--- config.mk ---
export PLATFORM = sky130hd
export DESIGN_NAME = audio_sample_framer_flat
export DESIGN_NICKNAME = d
export VERILOG_FILES = /design/src/rtl/audio_sample_framer_if.sv /design/src/rtl/audio_sample_framer.sv /design/src/flat_wrapper.sv
export SDC_FILE = /design/constraint.sdc
export NUM_CORES = 1
export LEC_CHECK = 0
export ABC_CLOCK_PERIOD_IN_PS = 7200
export CORE_ASPECT_RATIO = 0.9
export CORE_UTILIZATION = 54
export DETAILED_ROUTE_END_ITERATION = 8
export GPL_ROUTABILITY_DRIVEN = 1
export GPL_TIMING_DRIVEN = 0
export PLACE_DENSITY = 0.9
export SLEW_MARGIN = 20
export SYNTH_ARGS = -nofsm -noshare
export SYNTH_HDL_FRONTEND = slang
export SYNTH_SLANG_ARGS = --single-unit
--- constraint.sdc ---
create_clock -name clk_pixel -period 7.2 [get_ports clk_pixel]
set_input_delay 1.44 -clock clk_pixel [delete_from_list [all_inputs] [get_ports clk_pixel]]
set_output_delay 1.44 -clock clk_pixel [all_outputs]
set_load 0.01 [all_outputs]
--- src/rtl/audio_sample_framer_if.sv ---
// Bundle of audio sample framer signals.
// Sample side: sample_valid/left/right in, sample_ready/overflow out.
// Packet side: packet_request/ack in, packet_valid/audio_sample_word/
// sample_present/block_start out.
// Modport master drives the inputs (feeder + packet picker); slave is the framer.
interface audio_sample_framer_if #(
  parameter int unsigned AUDIO_BIT_WIDTH = 16
);
  logic                       sample_valid;
  logic [AUDIO_BIT_WIDTH-1:0] sample_left;
  logic [AUDIO_BIT_WIDTH-1:0] sample_right;
  logic                       sample_ready;
  logic                       overflow;
  logic                       packet_request;
  logic                       packet_valid;
  logic                       packet_ack;
  logic [191:0]               audio_sample_word;
  logic [3:0]                 sample_present;
  logic [3:0]                 block_start;

  modport master (
    output sample_valid, sample_left, sample_right, packet_request, packet_ack,
    input  sample_ready, overflow, packet_valid, audio_sample_word,
           sample_present, block_start
  );

  modport slave (
    input  sample_valid, sample_left, sample_right, packet_request, packet_ack,
    output sample_ready, overflow, packet_valid, audio_sample_word,
           sample_present, block_start
  );
endinterface

--- src/rtl/audio_sample_framer.sv ---
// Audio sample framer: buffers stereo PCM samples in a FIFO and, when a
// data-island slot is offered, packs up to 4 MSB-aligned samples into a
// 192-bit payload tagged with per-slot present and IEC 60958 block-start flags.
// Ports:
//   clk_pixel  - pixel clock (only clock)
//   reset      - synchronous active-high reset
//   bus        - audio_sample_framer_if.slave (sample input, packet output)
module audio_sample_framer #(
  parameter int unsigned AUDIO_BIT_WIDTH = 16,
  parameter int unsigned FIFO_DEPTH      = 8
) (
  input  logic                 clk_pixel,
  input  logic                 reset,
  audio_sample_framer_if.slave bus
);
  localparam int unsigned PTR_W      = $clog2(FIFO_DEPTH);
  localparam int unsigned CNT_W      = PTR_W + 1;
  localparam int unsigned PAD_W      = 24 - AUDIO_BIT_WIDTH;
  localparam int unsigned SLOTS      = 4;
  localparam int unsigned ENTRY_W    = 48;
  localparam int unsigned LAST_FRAME = 191;

  typedef enum logic [1:0] {IDLE, LOAD, HOLD} state_t;

  state_t               state_q, state_d;
  logic [ENTRY_W-1:0]   mem_q [FIFO_DEPTH];
  logic [ENTRY_W-1:0]   mem_d [FIFO_DEPTH];
  logic [PTR_W-1:0]     wr_ptr_q, wr_ptr_d;
  logic [PTR_W-1:0]     rd_ptr_q, rd_ptr_d;
  logic [CNT_W-1:0]     count_q, count_d;
  logic [7:0]           frame_q, frame_d;
  logic [2:0]           n_q, n_d;
  logic [1:0]           slot_q, slot_d;
  logic                 sample_ready_q, sample_ready_d;
  logic                 overflow_q, overflow_d;
  logic                 packet_valid_q, packet_valid_d;
  logic [191:0]         word_q, word_d;
  logic [SLOTS-1:0]     present_q, present_d;
  logic [SLOTS-1:0]     block_q, block_d;

  logic                 full;
  logic                 push;
  logic                 pop;
  logic [23:0]          left_al;
  logic [23:0]          right_al;

  // MSB-align into 24-bit fields, zero-filling the low bits
  assign left_al  = 24'(bus.sample_left)  << PAD_W;
  assign right_al = 24'(bus.sample_right) << PAD_W;

  // Next-state logic for the packet FSM and the sample FIFO
  always_comb begin
    state_d        = state_q;
    mem_d          = mem_q;
    wr_ptr_d       = wr_ptr_q;
    rd_ptr_d       = rd_ptr_q;
    count_d        = count_q;
    frame_d        = frame_q;
    n_d            = n_q;
    slot_d         = slot_q;
    overflow_d     = overflow_q;
    packet_valid_d = packet_valid_q;
    word_d         = word_q;
    present_d      = present_q;
    block_d        = block_q;
    pop            = 1'b0;
    push           = 1'b0;
    full           = (count_q == CNT_W'(FIFO_DEPTH));

    case (state_q)
      IDLE: begin
        // Snapshot n now so pushes during LOAD cannot lengthen the packet
        if (bus.packet_request && (count_q != '0)) begin
          n_d       = (count_q >= CNT_W'(SLOTS)) ? 3'd4 : 3'(count_q);
          slot_d    = 2'd0;
          word_d    = '0;
          present_d = '0;
          block_d   = '0;
          state_d   = LOAD;
        end
      end
      LOAD: begin
        pop = 1'b1;
        for (int k = 0; k < int'(SLOTS); k++) begin
          if (slot_q == 2'(k)) begin
            word_d[k*int'(ENTRY_W) +: ENTRY_W] = mem_q[rd_ptr_q];
            present_d[k]                       = 1'b1;
            block_d[k]                         = (frame_q == 8'd0);
          end
        end
        frame_d = (frame_q == 8'(LAST_FRAME)) ? 8'd0 : frame_q + 8'd1;
        slot_d  = slot_q + 2'd1;
        if (({1'b0, slot_q} + 3'd1) == n_q) begin
          state_d = HOLD;
        end
      end
      HOLD: begin
        // First HOLD cycle raises valid; ack is only honoured once valid is up
        if (!packet_valid_q) begin
          packet_valid_d = 1'b1;
        end else if (bus.packet_ack) begin
          packet_valid_d = 1'b0;
          state_d        = IDLE;
        end
      end
      default: state_d = IDLE;
    endcase

    // A pop in the same cycle frees a slot, so a push while full is accepted
    push = bus.sample_valid && (!full || pop);
    if (push) begin
      mem_d[wr_ptr_q] = {right_al, left_al};
      wr_ptr_d        = wr_ptr_q + PTR_W'(1);
    end
    if (pop) begin
      rd_ptr_d = rd_ptr_q + PTR_W'(1);
    end
    count_d = count_q + CNT_W'(push) - CNT_W'(pop);

    if (bus.sample_valid && full && !pop) begin
      overflow_d = 1'b1;
    end
    sample_ready_d = (count_d != CNT_W'(FIFO_DEPTH));
  end

  // State registers
  always_ff @(posedge clk_pixel) begin
    if (reset) begin
      state_q        <= IDLE;
      wr_ptr_q       <= '0;
      rd_ptr_q       <= '0;
      count_q        <= '0;
      frame_q        <= '0;
      n_q            <= '0;
      slot_q         <= '0;
      sample_ready_q <= 1'b1;
      overflow_q     <= 1'b0;
      packet_valid_q <= 1'b0;
      word_q         <= '0;
      present_q      <= '0;
      block_q        <= '0;
    end else begin
      state_q        <= state_d;
      mem_q          <= mem_d;
      wr_ptr_q       <= wr_ptr_d;
      rd_ptr_q       <= rd_ptr_d;
      count_q        <= count_d;
      frame_q        <= frame_d;
      n_q            <= n_d;
      slot_q         <= slot_d;
      sample_ready_q <= sample_ready_d;
      overflow_q     <= overflow_d;
      packet_valid_q <= packet_valid_d;
      word_q         <= word_d;
      present_q      <= present_d;
      block_q        <= block_d;
    end
  end

  assign bus.sample_ready      = sample_ready_q;
  assign bus.overflow          = overflow_q;
  assign bus.packet_valid      = packet_valid_q;
  assign bus.audio_sample_word = word_q;
  assign bus.sample_present    = present_q;
  assign bus.block_start       = block_q;
endmodule

--- src/flat_wrapper.sv ---
// flat-port wrapper written by rule: the top's interface ports become plain ports
module audio_sample_framer_flat 
#(
  parameter int unsigned AUDIO_BIT_WIDTH = 16,
  parameter int unsigned FIFO_DEPTH      = 8
)
  (clk_pixel, reset, bus_sample_valid, bus_sample_left, bus_sample_right, bus_packet_request, bus_packet_ack, bus_sample_ready, bus_overflow, bus_packet_valid, bus_audio_sample_word, bus_sample_present, bus_block_start);
  audio_sample_framer_if #(.AUDIO_BIT_WIDTH(AUDIO_BIT_WIDTH)) bus_i ();
  input  logic clk_pixel;
  input  logic reset;
  input wire logic [$bits(bus_i.sample_valid)-1:0] bus_sample_valid;
  input wire logic [$bits(bus_i.sample_left)-1:0] bus_sample_left;
  input wire logic [$bits(bus_i.sample_right)-1:0] bus_sample_right;
  input wire logic [$bits(bus_i.packet_request)-1:0] bus_packet_request;
  input wire logic [$bits(bus_i.packet_ack)-1:0] bus_packet_ack;
  output wire logic [$bits(bus_i.sample_ready)-1:0] bus_sample_ready;
  output wire logic [$bits(bus_i.overflow)-1:0] bus_overflow;
  output wire logic [$bits(bus_i.packet_valid)-1:0] bus_packet_valid;
  output wire logic [$bits(bus_i.audio_sample_word)-1:0] bus_audio_sample_word;
  output wire logic [$bits(bus_i.sample_present)-1:0] bus_sample_present;
  output wire logic [$bits(bus_i.block_start)-1:0] bus_block_start;
  assign bus_i.sample_valid = bus_sample_valid;
  assign bus_i.sample_left = bus_sample_left;
  assign bus_i.sample_right = bus_sample_right;
  assign bus_i.packet_request = bus_packet_request;
  assign bus_i.packet_ack = bus_packet_ack;
  assign bus_sample_ready = bus_i.sample_ready;
  assign bus_overflow = bus_i.overflow;
  assign bus_packet_valid = bus_i.packet_valid;
  assign bus_audio_sample_word = bus_i.audio_sample_word;
  assign bus_sample_present = bus_i.sample_present;
  assign bus_block_start = bus_i.block_start;
  audio_sample_framer #(.AUDIO_BIT_WIDTH(AUDIO_BIT_WIDTH), .FIFO_DEPTH(FIFO_DEPTH)) u_core (.clk_pixel(clk_pixel), .reset(reset), .bus(bus_i));
endmodule
==> results.py, run 1 <==
metrics = {
    "outcome": {
        "status": "complete, no violations",
    },
    "yosys": {
        "syn_inst": 948,
        "synth_top_family_by_area": "multiplexers",
        "syn_area_per_cell_um2": 16.8,
        "yosys.area_share.xor_xnor_pct": 0.771,
        "synthSimpleGateAreaFrac_pct": 3.52,
        "synthMuxAreaShare_pct": 12.2,
        "ys_ff_latch": 420,
        "ys_warn_count": 0,
        "synthesis.area_um2": 15900,
        "ys_types": 50,
        "synth_adder_area_share_pct": 1.15,
        "yosysSeqAreaShare_pct": 69.0,
        "synth-compound-area-share_pct": 8.12,
    },
    "timing": {
        "finalClockSkew_ps": 13.4,
        "period_share_pct": 52.4,
        "final.setup.tns_ps": 0,
        "drv_slew": 0,
        "worst_pin_slew_ps": 1150,
        "max_slew_margin_pct": 23.0,
        "setup-violations-final": 0,
        "fmax_mhz": 265,
        "final-hold-violation-count": 0,
        "rsz0062_at_grt": "false",
        "period_needed_ps": 3770,
        "layout_setup_ws_ps": 3430,
    },
    "worst_setup_path": {
        "cp.arrival_ps": 4000,
        "timing.rr.start": "u_core.state_q[0]",
        "cp_data_required_time_ps": 7430,
        "r2r-end": "u_core.mem_q[320]",
        "reg2reg_depth": 8,
        "critical_path_class": "in2reg",
        "endpoint": "u_core.mem_q[320]",
        "cp-startpoint": "reset",
        "critPathLaunchType": "input pin",
        "critPathMaxFanout": 10,
        "worst-r2r-setup-slack_ps": 4110,
        "cp-end-kind": "flip-flop",
    },
    "clock_tree": {
        "cts.reportedPaths.clkPinSlew_ps": 60,
        "clk_latency_ps": 530,
        "postCtsSetupBuffers": 0,
        "cts_made_buffers": 41,
        "cts_tree": "yes",
        "cts_resized": 0,
        "postCtsHoldBufs": 0,
        "cts-root-buf": "clkbuf_16",
        "clock-sinks": 420,
        "clk_path_buf_depth": 3,
        "htreeDepth": 2,
    },
    "global_route": {
        "antenna_found_initial": 4,
        "grt_usage_pct": 27.1,
        "grt_pass1_vias": 9697,
        "grt_pass1_wl_um": 59900,
        "grt_max_degree": 20,
        "overflow": 0,
    },
    "route": {
        "routed-via-count": 9856,
        "viasPerCell": 5.83,
        "drt_pass1_iterations": 5,
        "drt_wl_total_um": 41100,
        "first_iter_violations": 1109,
        "wire_per_inst_um": 24.3,
        "ant_nets": 0,
        "drcViolationCount": 0,
    },
    "finish": {
        "nets": 1311,
        "finalNonFillerCells": 1690,
        "drive_gt1_share_pct": 22.4,
        "final.fill_count": 1787,
        "area_growth_pct": 26.0,
        "stdcell_area_um2": 20000,
    },
    "placed_design": {
        "globalplace.congestion": 0.848,
        "placed_area_um2": 18700,
        "pre_cts_ws_ps": 2960,
        "post-dp-hpwl_um": 26900,
        "portBuffers": 175,
        "place_inst": 1613,
    },
    "floorplanning": {
        "pin_count": 240,
        "coreArea_um2": 28900,
        "num_rows": 59,
        "die_x_um": 183,
        "dieArea_um2": 30200,
        "die_height_um": 165,
        "initial_core_util_pct": 55.0,
    },
    "power": {
        "vdd_drop_max_mv": 0.232,
        "power.density_nw_per_um2": 309,
        "leakage_nw": 7.17,
    },
    "run": {
        "maxCapViolations": 0,
    },
    "min_path": {
        "whs_path_depth": 2,
        "min_path_type": "reg2reg",
    },
}
cells in the final DEF (no fill, tap or decap), types with 5 or more instances in the layout:
cell type / count
ha_1: 13
clkinv_1: 5
o21ai_1: 5
nand2_1: 23
dfxtp_1: 164
nand3_1: 7
clkbuf_1: 35
mux4_2: 62
a22o_1: 124
edfxtp_1: 256
mux2i_1: 10
a21oi_1: 19
buf_1: 5
nor2b_1: 6
clkinv_2: 9
xor2_1: 7
xnor2_1: 7
clkbuf_16: 43
conb_1: 64
buf_2: 31
nand3b_1: 5
mux2_2: 6
inv_1: 12
clkdlybuf4s50_1: 175
nor2_1: 28
buf_4: 77
mux2_4: 25
power by group:
| part | internal (mW) | switching [mW] | total [mW] | leakage, nW |
|---|---|---|---|---|
| registers | 2.68 | 0.0801 | 2.76 | 3.64 |
| clock network | 1.18 | 0.913 | 2.10 | 0.649 |
| logic | 0.620 | 0.720 | 1.34 | 2.88 |
area by class of cell:
type	instances	area (µm²)	area share [%]
sequential	420	11000	54.7
multi-input combinational	458	4390	21.9
timing repair buffer	206	2040	10.2
clock buffer	52	1120	5.61
buffer	121	793	3.96
tap	396	495	2.47
clock inverter	24	179	0.893
inverter	12	45.0	0.225
antenna	1	2.50	0.0125
critical path, stage by stage:
cell	delay [ps]
clkdlybuf4s50_1	570
clkbuf_1	340
or3b_1	570
nor3_2	570
buf_4	290
buf_4	210
how the worst min path moves through the flow:
stage,end,slack [ps],startpoint
after floorplan,u_core.n_q[1],440,u_core.n_q[1]
after global placement,u_core.bus.sample_present[3],450,u_core.bus.sample_present[3]
after detailed placement,u_core.bus.audio_sample_word[47],450,u_core.bus.audio_sample_word[47]
after CTS,u_core.bus.sample_present[0],470,u_core.bus.sample_present[0]
after global routing,u_core.bus.sample_present[2],490,u_core.bus.sample_present[2]
final,u_core.bus.sample_present[0],460,u_core.bus.sample_present[0]
sequential cells by signal (all words and copies together), names as in the netlist, 4 cells and up:
name                          count
u_core.bus.audio_sample_word    128
u_core.bus.block_start            4
u_core.bus.sample_present         4
u_core.count_q                    4
u_core.frame_q                    8
u_core.mem_q                    256
cell usage after synthesis, drive strengths merged:
cell	instances	area, µm²
a211oi	1	7.51
a21o	1	7.51
a21oi	19	95.1
a22o	124	1090
a22oi	1	7.51
a31o	1	8.76
and2	4	25.0
and4	1	8.76
and4b	1	10.0
buf	93	688
clkbuf	28	105
conb	1	3.75
dfxtp	164	3280
edfxtp	256	7690
fa	1	20.0
ha	13	163
inv	12	45.1
mux2	31	443
mux2i	10	100
mux4	62	1400
nand2	23	86.3
nand2b	4	25.0
nand3	7	35.0
nand3b	5	37.5
nand4	2	12.5
nor2	31	119
nor2b	6	37.5
nor3	3	15.0
nor3b	5	57.6
nor4	5	31.3
nor4b	1	8.76
nor4bb	1	10.0
o211ai	1	7.51
o21ai	6	30.0
o2bb2ai	4	35.0
o31ai	1	7.51
or2	1	6.26
or3b	3	26.3
or4	1	7.51
xnor2	7	61.3
xor2	7	61.3
kinds of logic after synthesis:
family / Yosys count
AOI/OAI and AO/OA: 159
xor gates and xnor gates: 14
adders and majority gates: 14
buffers and inverters: 133
DFF: 420
muxes: 103
other: 1
and+or+nand+nor: 104
per-stage QoR:
step / hold WS, ps / util [%] / power, mW
3_5_place_dp: 449 / 64.8 / 4.12
6_report: 463 / 69.3 / 6.20
3_3_place_gp: 447 / 63.6 / 4.06
2_1_floorplan: 444 / - / 3.65
4_1_cts: 467 / 69.3 / 6.20
5_1_grt: 488 / 69.3 / 6.38
routing by layer:
metal	global-route usage, %	up-vias	wire length (µm)
met3	6.02	133	3810
li1	-	4176	-
met4	12.9	6	1800
met2	45.6	679	20200
met5	0	-	42
met1	33.5	4862	15300
Note: power is estimated with default switching activity, not from simulation.
==> run 2, diff against run 1 <==
--- a/config.mk
+++ b/config.mk
@@ -5,13 +5,13 @@
 export SDC_FILE = /design/constraint.sdc
 export NUM_CORES = 1
 export LEC_CHECK = 0
-export ABC_CLOCK_PERIOD_IN_PS = 7200
+export ABC_CLOCK_PERIOD_IN_PS = 3000
 export CORE_ASPECT_RATIO = 0.9
-export CORE_UTILIZATION = 54
+export CORE_UTILIZATION = 49
 export DETAILED_ROUTE_END_ITERATION = 8
 export GPL_ROUTABILITY_DRIVEN = 1
 export GPL_TIMING_DRIVEN = 0
-export PLACE_DENSITY = 0.9
+export PLACE_DENSITY = 0.86
 export SLEW_MARGIN = 20
 export SYNTH_ARGS = -nofsm -noshare
 export SYNTH_HDL_FRONTEND = slang
==> constraint.sdc (replaced) <==
create_clock -name clk_pixel -period 3 [get_ports clk_pixel]
set_input_delay 0.6 -clock clk_pixel [delete_from_list [all_inputs] [get_ports clk_pixel]]
set_output_delay 0.6 -clock clk_pixel [all_outputs]
set_load 0.01 [all_outputs]
==> results.py, run 2 (synthesis results as in run 1) <==
metrics = {
    "outcome": {
        "status": "complete, no violations",
    },
    "finish": {
        "area_growth_pct": 25.8,
        "layout_commonest_cell": "edfxtp_1",
        "final.fill_count": 2174,
        "mostFrequentLayoutCells": "edfxtp_1 (256), clkdlybuf4s50_1 (175), dfxtp_1 (164)",
        "drive_gt1_share_pct": 21.6,
        "nets": 1300,
        "largest_register_ffs": 256,
        "top_register": "u_core.mem_q",
        "post-route-util_pct": 62.6,
        "stdcell_area_um2": 20000,
    },
    "route": {
        "drt_pass1_iterations": 6,
        "drcViolationCount": 0,
        "wire_per_inst_um": 22.8,
        "first_iter_violations": 819,
        "ant_nets": 0,
        "routed-via-count": 9492,
        "viasPerCell": 5.59,
        "drt_wl_total_um": 38700,
    },
    "clock_tree": {
        "cts_tree": "yes",
        "clk_latency_ps": 540,
        "postCtsSetupBuffers": 0,
        "cts.reportedPaths.clkPinSlew_ps": 60,
        "htreeDepth": 2,
        "cts-root-buf": "clkbuf_16",
        "clk_path_buf_depth": 3,
        "postCtsHoldBufs": 0,
        "cts_made_buffers": 41,
        "clock-sinks": 420,
    },
    "worst_setup_path": {
        "cp-end-kind": "flip-flop",
        "cp_data_required_time_ps": 3230,
        "cp.arrival_ps": 3100,
        "critical_path_class": "in2reg",
        "critPathLaunchType": "input pin",
        "critPathMaxFanout": 10,
        "worst-r2r-setup-slack_ps": 160,
    },
    "global_route": {
        "grt_max_degree": 23,
        "grt_usage_pct": 23.4,
        "grt_pass1_wl_um": 57400,
        "grt_pass1_vias": 9433,
        "antenna_found_initial": 4,
        "overflow": 0,
    },
    "floorplanning": {
        "die_x_um": 192,
        "num_rows": 62,
        "pin_count": 240,
        "die_height_um": 173,
        "dieArea_um2": 33200,
        "initial_core_util_pct": 49.8,
        "coreArea_um2": 32000,
    },
    "timing": {
        "period_needed_ps": 2870,
        "max_slew_margin_pct": 37.0,
        "finalClockSkew_ps": 29.0,
        "fmax_mhz": 348,
        "drv_slew": 0,
        "setup-violations-final": 0,
        "layout_setup_ws_ps": 129,
        "final-hold-violation-count": 0,
        "rsz0062_at_grt": "false",
        "worst_pin_slew_ps": 945,
        "period_share_pct": 95.7,
        "final.setup.tns_ps": 0,
    },
    "placed_design": {
        "portBuffers": 175,
        "globalplace.congestion": 0.826,
        "post-dp-hpwl_um": 26500,
        "pre_cts_ws_ps": -369,
        "placed_area_um2": 18800,
    },
    "power": {
        "power.density_nw_per_um2": 731,
        "vdd_drop_max_mv": 0.507,
        "leakage_nw": 7.08,
    },
    "min_path": {
        "min_path_type": "reg2reg",
    },
    "run": {
        "maxCapViolations": 0,
    },
}
run 2: area by class of cell:
| cell class | count | area, µm² | area share, % |
|---|---|---|---|
| Tap cell | 416 | 520 | 2.60 |
| Antenna cell | 2 | 5.00 | 0.0250 |
| Timing Repair Buffer | 195 | 2010 | 10.0 |
| Multi-Input combinational cell | 458 | 4430 | 22.1 |
| Clock inverter | 7 | 50.0 | 0.250 |
| Buffer | 121 | 793 | 3.96 |
| Clock buffer | 67 | 1190 | 5.97 |
| Sequential cell | 420 | 11000 | 54.8 |
| Inverter | 12 | 45.0 | 0.225 |
run 2: metal layers:
metal / global-route usage (%) / wire length (µm)
met5: 0 / 25
met4: 8.10 / 1170
met3: 4.95 / 3550
met2: 38.1 / 18900
met1: 31.0 / 15000
run 2: critical path: stages:
cell and delay [ps]:
clkdlybuf4s50_1 580, clkbuf_1 360, clkbuf_1 380, nor4_4 710, buf_6 240, buf_4 210
run 2: timing repair:
item,CTS,global route
setup endpoints to repair,1,0
resized for setup,1,0
hold endpoints to repair,0,0
run 2: through the flow:
step / power [mW] / instances / hold WS [ps]
3_3_place_gp: 9.76 / 1602 / 448
3_5_place_dp: 9.89 / 1622 / 448
2_1_floorplan: 8.78 / 1011 / 444
6_report: 14.6 / 1698 / 466
5_1_grt: 15.1 / 1696 / 485
4_1_cts: 14.7 / 1696 / 464
run 2: final timing paths:
check | startpoint | endpoint | cells after the start
setup / recovery | reset | u_core.mem_q[280] | 6
hold / removal | u_core.bus.sample_present[2] | u_core.bus.sample_present[2] | 2
setup reg to reg | u_core.state_q[0] | u_core.mem_q[328] | 7
hold reg to reg | u_core.bus.sample_present[2] | u_core.bus.sample_present[2] | 2
run 2: power breakdown:
group / internal (mW) / switching [mW]
logic: 1.49 / 1.69
clock network: 2.73 / 2.08
registers: 6.44 / 0.196
